`config.mk`:
```
export PLATFORM = sky130hd
export DESIGN_NAME = tmds_encoder_bank
export DESIGN_NICKNAME = d
export VERILOG_FILES = /design/src/rtl/tmds_pkg.sv /design/src/rtl/tmds_channel_enc.sv /design/src/rtl/tmds_encoder_bank.sv
export SDC_FILE = /design/constraint.sdc
export NUM_CORES = 1
export LEC_CHECK = 0
export BUFFER_PORTS_ARGS = -buffer_cell sky130_fd_sc_hd__buf_2
export CAP_MARGIN = 20
export CORE_AREA = 8 8 117 119
export DETAILED_ROUTE_END_ITERATION = 10
export DIE_AREA = 0 0 125 127
export PLACE_DENSITY = 0.85
export SLEW_MARGIN = 25
export SYNTH_ARGS = -nofsm -noshare
export SYNTH_HDL_FRONTEND = slang
export SYNTH_HIERARCHICAL = 1
export SYNTH_SLANG_ARGS = --single-unit
```
`constraint.sdc`:
```
create_clock -name clk_pixel -period 8.5 [get_ports clk_pixel]
set_clock_uncertainty 0.1 [all_clocks]
set_input_delay 0.425 -clock clk_pixel [delete_from_list [all_inputs] [get_ports clk_pixel]]
set_output_delay 0.425 -clock clk_pixel [all_outputs]
set_load 0.03 [all_outputs]
```
`src/rtl/tmds_pkg.sv`:
```
// Shared TMDS definitions: lane modes, fixed code words, disparity width and
// the combinational helpers used by every lane encoder.
package tmds_pkg;

  typedef enum logic [1:0] {
    MODE_CTRL  = 2'b00,
    MODE_VIDEO = 2'b01,
    MODE_GUARD = 2'b10,
    MODE_TERC4 = 2'b11
  } tmds_mode_e;

  localparam int CNT_W = 5;

  localparam logic [9:0] CTRL_00 = 10'h354;
  localparam logic [9:0] CTRL_01 = 10'h0AB;
  localparam logic [9:0] CTRL_10 = 10'h154;
  localparam logic [9:0] CTRL_11 = 10'h2AB;

  localparam logic [9:0] GUARD_LANE1 = 10'h133;
  localparam logic [9:0] GUARD_OTHER = 10'h2CC;

  function automatic logic [9:0] ctrl_code(input logic [1:0] c);
    case (c)
      2'b00:   return CTRL_00;
      2'b01:   return CTRL_01;
      2'b10:   return CTRL_10;
      default: return CTRL_11;
    endcase
  endfunction

  function automatic logic [9:0] terc4_code(input logic [3:0] a);
    case (a)
      4'h0:    return 10'h29C;
      4'h1:    return 10'h263;
      4'h2:    return 10'h2E4;
      4'h3:    return 10'h2E2;
      4'h4:    return 10'h171;
      4'h5:    return 10'h11E;
      4'h6:    return 10'h18E;
      4'h7:    return 10'h13C;
      4'h8:    return 10'h2CC;
      4'h9:    return 10'h139;
      4'hA:    return 10'h19C;
      4'hB:    return 10'h2C6;
      4'hC:    return 10'h28E;
      4'hD:    return 10'h271;
      4'hE:    return 10'h163;
      default: return 10'h2C3;
    endcase
  endfunction

  function automatic logic [3:0] ones8(input logic [7:0] d);
    logic [3:0] n;
    n = '0;
    for (int i = 0; i < 8; i++) n = n + {3'b000, d[i]};
    return n;
  endfunction

  // Transition-minimising first stage; q_m[8] records XOR (1) vs XNOR (0).
  function automatic logic [8:0] stage1_qm(input logic [7:0] d);
    logic [3:0] n1;
    logic       use_xnor;
    logic [8:0] qm;
    n1       = ones8(d);
    use_xnor = (n1 > 4'd4) || (n1 == 4'd4 && !d[0]);
    qm[0]    = d[0];
    for (int i = 1; i < 8; i++)
      qm[i] = use_xnor ? ~(qm[i-1] ^ d[i]) : (qm[i-1] ^ d[i]);
    qm[8]    = ~use_xnor;
    return qm;
  endfunction

endpackage

```
`src/rtl/tmds_channel_enc.sv`:
```
// One TMDS lane: stage 1 registers the transition-minimised word and mode,
// stage 2 applies DC balance / fixed codes and owns the disparity counter.
module tmds_channel_enc
  import tmds_pkg::*;
#(
  parameter bit HDMI_EN  = 1'b0,
  parameter bit IS_LANE1 = 1'b0
) (
  input  logic       clk_pixel,
  input  logic       reset_n,
  input  logic       clk_en,
  input  logic [1:0] mode,
  input  logic [7:0] data,
  input  logic [1:0] ctrl,
  input  logic [3:0] aux,
  output logic [9:0] sym
);

  localparam logic signed [CNT_W-1:0] CNT_ZERO = '0;
  localparam logic signed [CNT_W-1:0] CNT_TWO  = CNT_W'(2);

  tmds_mode_e              r_mode;
  logic [8:0]              r_qm;
  logic [1:0]              r_ctrl;
  logic [3:0]              r_aux;
  logic [9:0]              r_sym;
  logic signed [CNT_W-1:0] r_cnt;

  tmds_mode_e              w_mode_in;
  logic [3:0]              w_n1;
  logic [3:0]              w_n0;
  logic signed [CNT_W-1:0] w_diff;
  logic [9:0]              w_sym_next;
  logic signed [CNT_W-1:0] w_cnt_next;

  // Without HDMI support the island modes collapse to control at the input.
  assign w_mode_in = (!HDMI_EN && mode[1]) ? MODE_CTRL : tmds_mode_e'(mode);

  // NOTE: async reset plus non-blocking assignments keep every flop updating
  // from pre-edge values, so the two stages never race each other.
  always_ff @(posedge clk_pixel or negedge reset_n) begin
    if (!reset_n) begin
      r_mode <= MODE_CTRL;
      r_qm   <= '0;
      r_ctrl <= '0;
      r_aux  <= '0;
    end else if (clk_en) begin
      r_mode <= w_mode_in;
      r_qm   <= stage1_qm(data);
      r_ctrl <= ctrl;
      r_aux  <= aux;
    end
  end

  assign w_n1   = ones8(r_qm[7:0]);
  assign w_n0   = 4'd8 - w_n1;
  assign w_diff = $signed({1'b0, w_n1}) - $signed({1'b0, w_n0});

  // NOTE: both outputs get a default first so no path through the case can
  // leave them unassigned and infer a latch.
  always_comb begin
    w_sym_next = ctrl_code(r_ctrl);
    w_cnt_next = CNT_ZERO;
    case (r_mode)
      MODE_VIDEO: begin
        if (r_cnt == CNT_ZERO || w_n1 == w_n0) begin
          w_sym_next = {~r_qm[8], r_qm[8], r_qm[8] ? r_qm[7:0] : ~r_qm[7:0]};
          w_cnt_next = r_qm[8] ? (r_cnt + w_diff) : (r_cnt - w_diff);
        end else if ((r_cnt > CNT_ZERO && w_n1 > w_n0) ||
                     (r_cnt < CNT_ZERO && w_n0 > w_n1)) begin
          w_sym_next = {1'b1, r_qm[8], ~r_qm[7:0]};
          w_cnt_next = r_cnt + (r_qm[8] ? CNT_TWO : CNT_ZERO) - w_diff;
        end else begin
          w_sym_next = {1'b0, r_qm[8], r_qm[7:0]};
          w_cnt_next = r_cnt - (r_qm[8] ? CNT_ZERO : CNT_TWO) + w_diff;
        end
      end
      MODE_GUARD: w_sym_next = IS_LANE1 ? GUARD_LANE1 : GUARD_OTHER;
      MODE_TERC4: w_sym_next = terc4_code(r_aux);
      default:    w_sym_next = ctrl_code(r_ctrl);
    endcase
  end

  always_ff @(posedge clk_pixel or negedge reset_n) begin
    if (!reset_n) begin
      r_sym <= CTRL_00;
      r_cnt <= CNT_ZERO;
    end else if (clk_en) begin
      r_sym <= w_sym_next;
      r_cnt <= w_cnt_next;
    end
  end

  assign sym = r_sym;

endmodule

```
`src/rtl/tmds_encoder_bank.sv`:
```
// Bank of CHANNELS parallel TMDS lane encoders sharing one mode input, with a
// two-deep valid pipeline matching the encoder latency.
module tmds_encoder_bank
  import tmds_pkg::*;
#(
  parameter int CHANNELS = 3,
  parameter bit HDMI_EN  = 1'b0
) (
  input  logic                     clk_pixel,
  input  logic                     reset_n,
  input  logic                     clk_en,
  input  logic [1:0]               mode,
  input  logic [CHANNELS*8-1:0]    data,
  input  logic [CHANNELS*2-1:0]    ctrl,
  input  logic [CHANNELS*4-1:0]    aux,
  output logic [CHANNELS*10-1:0]   sym,
  output logic                     sym_valid
);

  logic [1:0] r_vld;

  always_ff @(posedge clk_pixel or negedge reset_n) begin
    if (!reset_n) begin
      r_vld <= '0;
    end else if (clk_en) begin
      r_vld <= {r_vld[0], 1'b1};
    end
  end

  assign sym_valid = r_vld[1];

  for (genvar k = 0; k < CHANNELS; k++) begin : g_lane
    tmds_channel_enc #(
      .HDMI_EN  (HDMI_EN),
      .IS_LANE1 (k == 1)
    ) u_enc (
      .clk_pixel (clk_pixel),
      .reset_n   (reset_n),
      .clk_en    (clk_en),
      .mode      (mode),
      .data      (data[8*k +: 8]),
      .ctrl      (ctrl[2*k +: 2]),
      .aux       (aux[4*k +: 4]),
      .sym       (sym[10*k +: 10])
    );
  end

endmodule

```
==> metrics.md <==
| Metric | Value |
|---|---|
| Largest net degree at the start of global routing | `74` |
| Final core occ | `0.689` |
| DP HPWL | `~12 mm` |
| DR vias | `between 5000 and 6000` |
| Final wirelength | `between 15 and 20 mm` |
| Row Count | `40` |
| CTS tree | `built` |
| Max_cap viols | `0` |
| CP startpoint kind | `flop` |
| Routability cong. | `0.861` |
| Share of cells above drive strength 1 | `0.161` |
| Synth top area share | `0.229` |
| Fmax | `roughly 160 MHz` |
| CTS Buf Count | `9` |
| Area of the multi-input gates | `between 4000 and 5000 sq um` |
| Initial antenna violation count | `0` |
| Area growth from synthesis to layout | `9.29%` |
| Post-synth EDFFs | `0` |
| Post-synthesis register bit count | `83` |
| Final Hold Viols | `0` |
| Slowest Stage Delay on Critical Path | `around 560 ps` |
| Dpl cells | `between 900 and 1000` |
| Yosys top cell by area | `dfrtp_1` |
| Largest cells by area after synthesis | `dfrtp_1 23%, ha_1 12%, fa_1 10%` |
| Total Routing Usage GR | `0.205` |
| Non-Filler Instances | `around 1000` |
| Synthesized Nets | `~960` |
| Initial Util | `0.630` |
| Avg Cell Area, Syn | `slightly above 9 sq um` |
| Nets@finish | `1014` |
| Worst slew margin | `0.501` |
| CP Max Fanout | `8` |
| Crit path DAT | `approximately 6200 ps` |
| Instance count of the mapped netlist | `between 700 and 800` |
| Status | `complete, no violations` |
| Antenna diodes | `0` |
| Cell Area, Synth | `~7400 sq um` |
| Tcrit/Tclk final | `0.718` |
| Cell mode on critical path | `fa_1` |
| Setup bufs post-CTS | `0` |
| Die span in y | `between 100 and 150 um` |
| Clock Latency Late Sink | `roughly 350 ps` |
| Part of the Yosys area used for sequential elements | `0.281` |
| Crit-path slowest cell | `fa_1` |
| Die area | `roughly 16000 sq um` |
| Port Buffers | `65` |
| Synth Flop Type | `dfrtp_1` |
| Fin. max-slew vios | `0` |
| Grt ovf | `0` |
| Root Driver | `clkbuf_16` |
| Worst Setup Path Type | `reg2reg` |
| CP Capture Type | `flop` |
| First-pass GRT wire length | `27.0 mm` |
| Req. time, crit path | `between 8000 and 9000 ps` |
| Die X | `125 um` |
| WL per Instance | `approximately 16 um` |
| RSZ-0062 raised after global routing | `false` |
| Antenna Nets Post-Route | `0` |
| Clock-pin transition on the worst setup and hold timing paths | `60 ps` |
| Post-layout minimum cycle time | `6100 ps` |
| Yosys warns | `6` |
| Setup TNS | `0 ps` |
| Yosys cell types | `81` |
| Actual slew at the worst max-slew pin | `742 ps` |
| Reg area | `between 2000 and 2500 sq um` |
| Worst Hold Class | `in2reg` |
| Asr flop ratio synth | `1.00` |
| Residual DRC | `0` |
| I/O Pins | `78` |
| Initial DRC Count | `around 280` |
| Fill cell count | `between 800 and 900` |
| Vias per cell | `around 5.6` |
| Core ar. | `between 10000 and 15000 sq um` |
| Vias in the first global route | `slightly below 6000` |
| Clock sinks | `a little over 80` |
| H-tree depth | `3` |
| Final setup fails | `0` |
| Critical path, cell by cell | `inv_1 > fa_1 > fa_1 > fa_1 > inv_1 > ha_1 > fa_1 > nor2_1 > inv_1 > ha_1 > or3_1 > o21a_1 > xor2_1 > ha_1 > o21a_1 > or3_1 > and4_1 > or4_4 > a41oi_2 > a221oi_1` |
| Bufs on Longest Clock Path | `2` |
| Pre-Repair DR Iteration Count | `5` |
[cells by family after synthesis]
logic type,Yosys count,share of synthesized area
AND/OR/NAND/NOR,187,0.129
AO/OA/AOI/OAI,173,0.147
buffers and inverters,134,0.0731
adder cells (fa/ha/maj),111,0.226
flip-flops,83,0.281
XOR/XNOR,81,0.102
multiplexers,29,0.0415
[worst paths after layout]
check,from,endpoint,slack [ps],cells past startpoint
setup / recovery,g_lane[0].u_enc/r_qm[3],g_lane[0].u_enc/r_cnt[4],2400,20
hold / removal,ctrl[0],g_lane[0].u_enc/r_ctrl[0],180,3
setup reg to reg,g_lane[0].u_enc/r_qm[3],g_lane[0].u_enc/r_cnt[4],2400,20
hold reg to reg,g_lane[0].u_enc/sym[9],g_lane[0].u_enc/sym[9],380,2
max in group asynchronous,reset_n,g_lane[2].u_enc/r_cnt[3],7070,3
min in group asynchronous,reset_n,g_lane[0].u_enc/r_ctrl[0],350,2
[through the flow]
step / area [sq um] / hold slack, ps / setup WS, ps
final: 8140 / 178 / 2400
after detailed placement: 7850 / 167 / 2470
after CTS: 8130 / 167 / 2460
after global routing: 8140 / 186 / 2250
after floorplan: 7450 / 29.4 / 2830
after global placement: 7850 / 166 / 2570
[cells in the mapped netlist (3+ instances only)]
cell	n
buf_6	5
o22ai_1	12
xor2_2	3
a21oi_1	53
nor3_1	3
ha_1	72
nor2_1	85
mux2_2	8
xor2_1	22
nor2b_1	3
clkbuf_1	13
nand2_1	36
dfrtp_1	68
nand4_1	3
a21o_1	11
or2_2	5
or3_1	11
xnor2_1	53
mux2i_1	19
o21ai_1	4
o21a_1	4
o21ai_0	50
a21boi_0	3
fa_1	39
inv_1	111
nand2b_1	4
nand3b_1	3
a31oi_1	8
nor3b_1	9
dfstp_2	15
buf_1	3
[critical path: cells and delay by family (launching register included)]
family	cells	cell delay, ps
XOR/XNOR	1	190
flip-flops	1	350
AO/OA/AOI/OAI	4	610
buffers and inverters	3	280
AND/OR/NAND/NOR	5	1550
adder cells (fa/ha/maj)	7	2890
[cell usage in the layout, fill, tap and decap left out, types with 3 or more instances in the layout]
master       n
a21boi_0     3
a21o_1      11
a21oi_1     53
a31oi_1      8
buf_2       64
buf_4        3
clkbuf_1     3
clkbuf_16    9
dfrtp_1     68
dfstp_2     15
fa_1        39
ha_1        72
inv_1      111
mux2_2       8
mux2i_1     19
nand2_1     36
nand2b_1     4
nand3b_1     3
nand4_1      3
nor2_1      85
nor2b_1      3
nor3_1       3
nor3b_1      9
o21a_1       4
o21ai_0     50
o21ai_1      4
o22ai_1     12
or2_2        5
or3_1       11
xnor2_1     53
xor2_1      22
xor2_2       3
[sequential cells by signal, indices dropped and copies added (netlist names)]
name,flops
g_lane.u_enc/sym,30
g_lane.u_enc/r_qm,27
g_lane.u_enc/r_cnt,15
g_lane.u_enc/r_ctrl,6
g_lane.u_enc/r_mode,3
r_vld,2
[layer usage]
metal	share of wire	wire (um)	track usage
met5	0	0	0
met3	0.038	595	0.0308
met1	0.42	6630	0.251
met2	0.52	8170	0.359
met4	0.015	230	0.0752
[repair_timing]
action / 4_1_cts / 5_1_grt
gates resized for setup: 0 / 0
hold buffers: 1 / 0
endpoints found under the hold margin: 9 / 0
[area by class of cell]
cell class                 instances  area share
multi-input combinational        581       0.591
timing repair buffer              69      0.0447
tap                              147      0.0226
clock inverter                     3     0.00215
clock buffer                      13      0.0308
inverter                         112      0.0517
sequential                        83       0.258
Power is not shown: default switching activity piles up to over one toggle a cycle in this logic, so the estimate is an artifact.
